$ cat config.mk
export PLATFORM = sky130hd
export DESIGN_NAME = prog_loader_flat
export DESIGN_NICKNAME = d
export VERILOG_FILES = /design/src/rtl/cpu_pkg.sv /design/src/rtl/prog_loader_if.sv /design/src/rtl/byte_pair_asm.sv /design/src/rtl/prog_loader.sv /design/src/flat_wrapper.sv
export SDC_FILE = /design/constraint.sdc
export NUM_CORES = 1
export LEC_CHECK = 0
export CAP_MARGIN = 20
export CORE_MARGIN = 1.5
export CORE_UTILIZATION = 41
export CTS_BUF_LIST = sky130_fd_sc_hd__clkbuf_16
export DETAILED_ROUTE_END_ITERATION = 10
export PLACE_DENSITY = 0.74
export REMOVE_ABC_BUFFERS = 1
export SYNTH_ARGS = -nofsm -noshare
export SYNTH_HDL_FRONTEND = slang
export SYNTH_SLANG_ARGS = --single-unit
$ cat constraint.sdc
create_clock -name clk_i -period 1.8 [get_ports clk_i]
set_input_delay 0.27 -clock clk_i [delete_from_list [all_inputs] [get_ports clk_i]]
set_output_delay 0.27 -clock clk_i [all_outputs]
set_load 0.005 [all_outputs]
$ cat src/rtl/cpu_pkg.sv
// rtl/cpu_pkg.sv - shared types and constants for the CPU boot path
package cpu_pkg;

    localparam int LOADER_MAX_WORDS = 256;

    typedef enum logic [2:0] {
        eCntLo = 3'd0,
        eCntHi = 3'd1,
        eDatLo = 3'd2,
        eDatHi = 3'd3,
        eSumLo = 3'd4,
        eSumHi = 3'd5,
        eRun   = 3'd6,
        eError = 3'd7
    } loader_state_e;

    // States in which the incoming byte completes a little-endian field
    function automatic logic is_hi_byte(input loader_state_e s);
        return (s == eCntHi) || (s == eDatHi) || (s == eSumHi);
    endfunction

endpackage

$ cat src/rtl/prog_loader_if.sv
// rtl/prog_loader_if.sv - byte stream in, instruction memory write port out
interface prog_loader_if #(
    parameter int ADDR_W = 9
);
    logic [7:0]        rx_data_i;
    logic              rx_valid_i;
    logic              rx_ready_o;
    logic              imem_wen_o;
    logic [ADDR_W-1:0] imem_addr_o;
    logic [15:0]       imem_data_o;

    modport master (
        input  rx_data_i, rx_valid_i,
        output rx_ready_o, imem_wen_o, imem_addr_o, imem_data_o
    );

    modport slave (
        output rx_data_i, rx_valid_i,
        input  rx_ready_o, imem_wen_o, imem_addr_o, imem_data_o
    );
endinterface

$ cat src/rtl/byte_pair_asm.sv
// rtl/byte_pair_asm.sv - pairs low/high bytes into a 16-bit little-endian word
module byte_pair_asm (
    input  logic        clk_i,
    input  logic        reset,
    input  logic        i_valid,
    input  logic        i_is_hi,
    input  logic [7:0]  i_data,
    output logic [15:0] o_word,
    output logic        o_word_valid
);
    logic [7:0] r_lo;

    always_ff @(posedge clk_i) begin
        if (reset) begin
            r_lo <= 8'h00;
        end else if (i_valid && !i_is_hi) begin
            r_lo <= i_data;
        end
    end

    // Word is presented in the same cycle the high byte is accepted
    assign o_word       = {i_data, r_lo};
    assign o_word_valid = i_valid && i_is_hi;
endmodule

$ cat src/rtl/prog_loader.sv
// rtl/prog_loader.sv - frames a program image into instruction memory and releases the CPU
module prog_loader
    import cpu_pkg::*;
#(
    parameter int MAX_WORDS = LOADER_MAX_WORDS,
    parameter int ADDR_W    = 9
) (
    input  logic          clk_i,
    input  logic          reset,
    prog_loader_if.master bus,
    output logic          cpu_reset_o,
    output logic          done_o,
    output logic          error_o
);
    // Index must reach MAX_WORDS itself without wrapping
    localparam int IDX_W = $clog2(MAX_WORDS + 1);

    loader_state_e     r_state;
    logic [15:0]       r_count;
    logic [15:0]       r_xor;
    logic [IDX_W-1:0]  r_index;
    logic              r_rx_ready;
    logic              r_imem_wen;
    logic [ADDR_W-1:0] r_imem_addr;
    logic [15:0]       r_imem_data;
    logic              r_cpu_reset;
    logic              r_done;
    logic              r_error;

    logic              w_accept;
    logic              w_is_hi;
    logic [15:0]       w_word;
    logic              w_word_valid;
    logic [IDX_W-1:0]  w_index_nxt;

    assign w_accept    = bus.rx_valid_i && r_rx_ready;
    assign w_is_hi     = is_hi_byte(r_state);
    assign w_index_nxt = r_index + 1'b1;

    byte_pair_asm u_asm (
        .clk_i        (clk_i),
        .reset        (reset),
        .i_valid      (w_accept),
        .i_is_hi      (w_is_hi),
        .i_data       (bus.rx_data_i),
        .o_word       (w_word),
        .o_word_valid (w_word_valid)
    );

    always_ff @(posedge clk_i) begin
        if (reset) begin
            r_state     <= eCntLo;
            r_count     <= 16'h0000;
            r_xor       <= 16'h0000;
            r_index     <= '0;
            r_rx_ready  <= 1'b1;
            r_imem_wen  <= 1'b0;
            r_imem_addr <= '0;
            r_imem_data <= 16'h0000;
            r_cpu_reset <= 1'b1;
            r_done      <= 1'b0;
            r_error     <= 1'b0;
        end else begin
            r_imem_wen <= 1'b0;
            case (r_state)
                eCntLo: if (w_accept) r_state <= eCntHi;
                eCntHi: if (w_word_valid) begin
                    r_count <= w_word;
                    r_index <= '0;
                    r_xor   <= 16'h0000;
                    if (w_word > 16'(MAX_WORDS)) begin
                        r_state    <= eError;
                        r_rx_ready <= 1'b0;
                        r_error    <= 1'b1;
                    end else if (w_word == 16'h0000) begin
                        r_state <= eSumLo;
                    end else begin
                        r_state <= eDatLo;
                    end
                end
                eDatLo: if (w_accept) r_state <= eDatHi;
                eDatHi: if (w_word_valid) begin
                    r_imem_wen  <= 1'b1;
                    r_imem_addr <= {r_index[ADDR_W-2:0], 1'b0};
                    r_imem_data <= w_word;
                    r_xor       <= r_xor ^ w_word;
                    r_index     <= w_index_nxt;
                    r_state     <= (16'(w_index_nxt) == r_count) ? eSumLo : eDatLo;
                end
                eSumLo: if (w_accept) r_state <= eSumHi;
                eSumHi: if (w_word_valid) begin
                    r_rx_ready <= 1'b0;
                    if (w_word == r_xor) begin
                        r_state     <= eRun;
                        r_cpu_reset <= 1'b0;
                        r_done      <= 1'b1;
                    end else begin
                        r_state <= eError;
                        r_error <= 1'b1;
                    end
                end
                default: ;
            endcase
        end
    end

    assign bus.rx_ready_o  = r_rx_ready;
    assign bus.imem_wen_o  = r_imem_wen;
    assign bus.imem_addr_o = r_imem_addr;
    assign bus.imem_data_o = r_imem_data;
    assign cpu_reset_o     = r_cpu_reset;
    assign done_o          = r_done;
    assign error_o         = r_error;
endmodule

$ cat src/flat_wrapper.sv
// flat-port wrapper written by rule: the top's interface ports become plain ports
module prog_loader_flat import cpu_pkg::*;
#(
    parameter int MAX_WORDS = LOADER_MAX_WORDS,
    parameter int ADDR_W    = 9
)
  (clk_i, reset, cpu_reset_o, done_o, error_o, bus_rx_data_i, bus_rx_valid_i, bus_rx_ready_o, bus_imem_wen_o, bus_imem_addr_o, bus_imem_data_o);
  prog_loader_if #(.ADDR_W(ADDR_W)) bus_i ();
  input  logic clk_i;
  input  logic reset;
  output logic cpu_reset_o;
  output logic done_o;
  output logic error_o;
  input wire logic [$bits(bus_i.rx_data_i)-1:0] bus_rx_data_i;
  input wire logic [$bits(bus_i.rx_valid_i)-1:0] bus_rx_valid_i;
  output wire logic [$bits(bus_i.rx_ready_o)-1:0] bus_rx_ready_o;
  output wire logic [$bits(bus_i.imem_wen_o)-1:0] bus_imem_wen_o;
  output wire logic [$bits(bus_i.imem_addr_o)-1:0] bus_imem_addr_o;
  output wire logic [$bits(bus_i.imem_data_o)-1:0] bus_imem_data_o;
  assign bus_i.rx_data_i = bus_rx_data_i;
  assign bus_i.rx_valid_i = bus_rx_valid_i;
  assign bus_rx_ready_o = bus_i.rx_ready_o;
  assign bus_imem_wen_o = bus_i.imem_wen_o;
  assign bus_imem_addr_o = bus_i.imem_addr_o;
  assign bus_imem_data_o = bus_i.imem_data_o;
  prog_loader #(.MAX_WORDS(MAX_WORDS), .ADDR_W(ADDR_W)) u_core (.clk_i(clk_i), .reset(reset), .bus(bus_i), .cpu_reset_o(cpu_reset_o), .done_o(done_o), .error_o(error_o));
endmodule
==> results.sh <==
export IMPL_worst_hold_path_type="in -> reg"
export IMPL_clkPwrFrac=0.449
export IMPL_cts_tree="yes"
export IMPL_startpoint="u_core.u_asm.r_lo[4]$_SDFFE_PP0P_"
export IMPL_dp_hpwl_um=6820
export IMPL_p_comb_frac=0.093
export IMPL_slew_viol_final=0
export IMPL_fmax_mhz=551
export IMPL_startpoint_type="register"
export IMPL_skew_ns=0.00781
export IMPL_max_cap_violations=0
export IMPL_worstSkewPairLatency_ns=0.34
export IMPL_cp_required_ns=2.04
export IMPL_antenna_found_initial=0
export IMPL_area_delta_synth_final_pct=31.9
export IMPL_netlist_area_um2=3660
export IMPL_die_x_um=97.5
export IMPL_grt_ovfl_total=0
export IMPL_grt_max_degree=30
export IMPL_r2r_start="u_core.u_asm.r_lo[4]$_SDFFE_PP0P_"
export IMPL_path_clk_slew_ns=0.06
export IMPL_initial_core_util=0.422
export IMPL_yosysWarningCount=0
export IMPL_grt_pass1_vias=3313
export IMPL_worst_slack_ns=-0.0138
export IMPL_fin_crit_sh=1.01
export IMPL_cp_endpoint="u_core.cpu_reset_o$_SDFFE_PP1P_"
export IMPL_use_met2=0.340
export IMPL_worst_setup_path_type="reg -> reg"
export IMPL_dp_cells=633
export IMPL_avgSynthCellArea_um2=7.88
export IMPL_num_vias=3470
export IMPL_pwr_share_seq=0.458
export IMPL_drive_gt1_frac=0.186
export IMPL_ant_nets=0
export IMPL_syn_inst=464
export IMPL_synth_edf_count=0
export IMPL_htreeDepth=3
export IMPL_via_per_inst=5.34
export IMPL_p_switching_w=0.000985
export IMPL_power_density_nw_per_um2=842
export IMPL_leakagePower_nw=1.86
export IMPL_grt_busiest_layer="met2"
export IMPL_final_cells=650
export IMPL_finalSetupViolCount=1
export IMPL_synth_ff_type="dfxtp_1"
export IMPL_async_flop_share=0
export IMPL_clk_path_buf_depth=2
export IMPL_yosysUniqueCellTypes=50
export IMPL_grt_setup_unrepaired="yes"
export IMPL_port_buffers=39
export IMPL_drt_first_pass_iters=4
export IMPL_cts_root_buf="clkbuf_16"
export IMPL_ys_seq_elements=81
export IMPL_reg2reg_depth=5
export IMPL_final_nets=551
export IMPL_irDropWorstVdd_mv=0.610
export IMPL_die_h_um=97.5
export IMPL_wl_per_cell_um=14.9
export IMPL_grt_pass1_wl_um=15700
export IMPL_use_met1=0.259
export IMPL_ioPinCount=41
export IMPL_min_period_ns=1.81
export IMPL_drc=0
export IMPL_yosysSeqAreaShare=0.443
export IMPL_r2r_end="u_core.cpu_reset_o$_SDFFE_PP1P_"
export IMPL_post_route_util=0.556
export IMPL_crit_fanout=5
export IMPL_grt_usage=0.204
export IMPL_antenna_cells=0
export IMPL_reg2reg_setup_slack_ns=-0.01
export IMPL_finalHoldViolCount=0
export IMPL_clock_sinks=81
export IMPL_swShare=0.242
export IMPL_nFillCells=820
export IMPL_drtIter0Drc=201
export IMPL_rows=34
export IMPL_cts_buffers_inserted=9
export IMPL_critical_path_arrival_ns=2.05
export IMPL_coreArea_um2=8680
export IMPL_dieArea_um2=9500
export IMPL_outcome="finished, violations left"
export IMPL_p_int_w=0.00308
export IMPL_endpoint_kind="register"
export IMPL_use_met3=0.0482
export IMPL_violations="setup timing"
export IMPL_wirelength_um=9700
export IMPL_gp_congestion=0.937
[sequential cells by signal (all words and copies together), names as in the netlist, 3 cells and up]
signal                  count
u_core.r_count             16
u_core.r_xor               16
u_core.r_state              3
u_core.u_asm.r_lo           8
u_core.bus.imem_addr_o      8
u_core.bus.imem_data_o     16
u_core.r_index              9
[cell usage in the layout, fill, tap and decap left out, drive strengths merged, types with 2 or more instances in the layout]
cell / instances
dlygate4sd2: 4
a311oi: 2
nor2: 34
xnor2: 8
a21oi: 46
mux2i: 8
o31ai: 2
a211o: 2
clkbuf: 9
nor4: 9
a31oi: 3
or2: 2
nand4: 7
clkdlybuf4s50: 33
inv: 9
or3: 4
a311o: 2
ha: 3
clkinv: 4
o21ai: 50
nor3: 6
dfxtp: 81
xor2: 22
nand2: 109
nand3: 4
nand2b: 3
a21o: 2
buf: 56
or4: 3
[power groups by stage]
stage	Clock, W	Combinational (W)	Sequential, W
5_1_grt	0.00192	0.000406	0.00186
6_report	0.00182	0.000377	0.00186
3_5_place_dp	0	0.000362	0.00190
2_1_floorplan	0	0.000152	0.00190
3_3_place_gp	0	0.000356	0.00190
4_1_cts	0.00184	0.000361	0.00186
[stage by stage]
step                hold WS (ns)  area, µm²  setup slack (ns)  setup TNS, ns  total power, W
floorplan                  0.339       3510            -0.190          -1.39         0.00205
global placement           0.442       4460            -0.392          -6.56         0.00225
detailed placement         0.445       4460            -0.443          -6.79         0.00226
CTS                        0.386       4760           -0.0112        -0.0112         0.00406
global route               0.397       4830           -0.0348        -0.0348         0.00419
finish                     0.394       4830           -0.0138        -0.0138         0.00406
[worst max-delay path: stages (launching register included)]
cell and delay, ns:
dfxtp_2 0.35, xor2_1 0.15, nor4_1 0.32, nand4_1 0.29
or3_4 0.44, a21o_1 0.15
[cell type report]
cell class	instances	area [µm²]	share of cell area
Multi-Input combinational cell	344	1910	0.396
Sequential cell	81	1640	0.340
Timing Repair Buffer	94	821	0.170
Clock buffer	9	225	0.0467
Tap cell	108	135	0.0280
Clock inverter	7	70.1	0.0145
Inverter	7	26.3	0.00544
[how the worst min path moves through the flow]
stage / start / slack, ns / to / cells after the start
4_1_cts: bus_rx_data_i[1] / 0.39 / u_core.bus.imem_data_o[9]$_SDFFE_PP0P_ / 3
2_1_floorplan: reset / 0.34 / u_core.bus.imem_addr_o[1]$_SDFFE_PP0P_ / 1
3_5_place_dp: u_core.bus.imem_addr_o[5]$_SDFFE_PP0P_ / 0.45 / u_core.bus.imem_addr_o[5]$_SDFFE_PP0P_ / 2
6_report: bus_rx_data_i[1] / 0.39 / u_core.bus.imem_data_o[9]$_SDFFE_PP0P_ / 3
5_1_grt: bus_rx_data_i[1] / 0.40 / u_core.bus.imem_data_o[9]$_SDFFE_PP0P_ / 3
3_3_place_gp: u_core.bus.imem_addr_o[5]$_SDFFE_PP0P_ / 0.44 / u_core.bus.imem_addr_o[5]$_SDFFE_PP0P_ / 2
[repair_timing]
action                     4_1_cts  5_1_grt
setup buffers                    0        1
gates resized for setup          7       22
cloned                           0        0
setup endpoints to repair        7        7
pin swaps                        7        7
hold buffers                     0        0
[synth_stat cells, types with 3 or more instances]
master      n  area (µm²)
xor2_1     22         193
nor3_1      6        30.0
nor4_1      8        50.1
ha_1        3        37.5
nand4_1     7        43.8
a31oi_1     3        18.8
inv_1       5        18.8
xnor2_1     8        70.1
o21ai_1     7        35.0
nand2_1   109         409
a21oi_1    45         225
clkbuf_1   23        86.3
o21ai_0    43         215
or3_1       4        25.0
nand3_1     4        20.0
nand2b_1    3        18.8
buf_2       5        25.0
dfxtp_1    81        1620
nor2_1     34         128
mux2i_1     8        80.1
[routing by layer]
| layer | vias up | part of all wire |
|---|---|---|
| li1 | 1726 | - |
| met1 | 1635 | 0.44 |
| met2 | 92 | 0.48 |
| met3 | 17 | 0.048 |
| met4 | 0 | 0.025 |
| met5 | - | 0 |
[cells by family (layout without fill, tap and decap cells)]
logic type | Yosys count | in the layout | share of synthesized area
flip-flops | 81 | 81 | 0.443
other | 1 | 1 | 0.00103
multiplexers | 8 | 8 | 0.0219
adder cells (fa/ha/maj) | 3 | 3 | 0.0103
AO/OA/AOI/OAI | 118 | 118 | 0.183
buffers and inverters | 39 | 117 | 0.0479
AND/OR/NAND/NOR | 184 | 184 | 0.221
XOR/XNOR | 30 | 30 | 0.0718
Power figures use the tool's default switching activity.
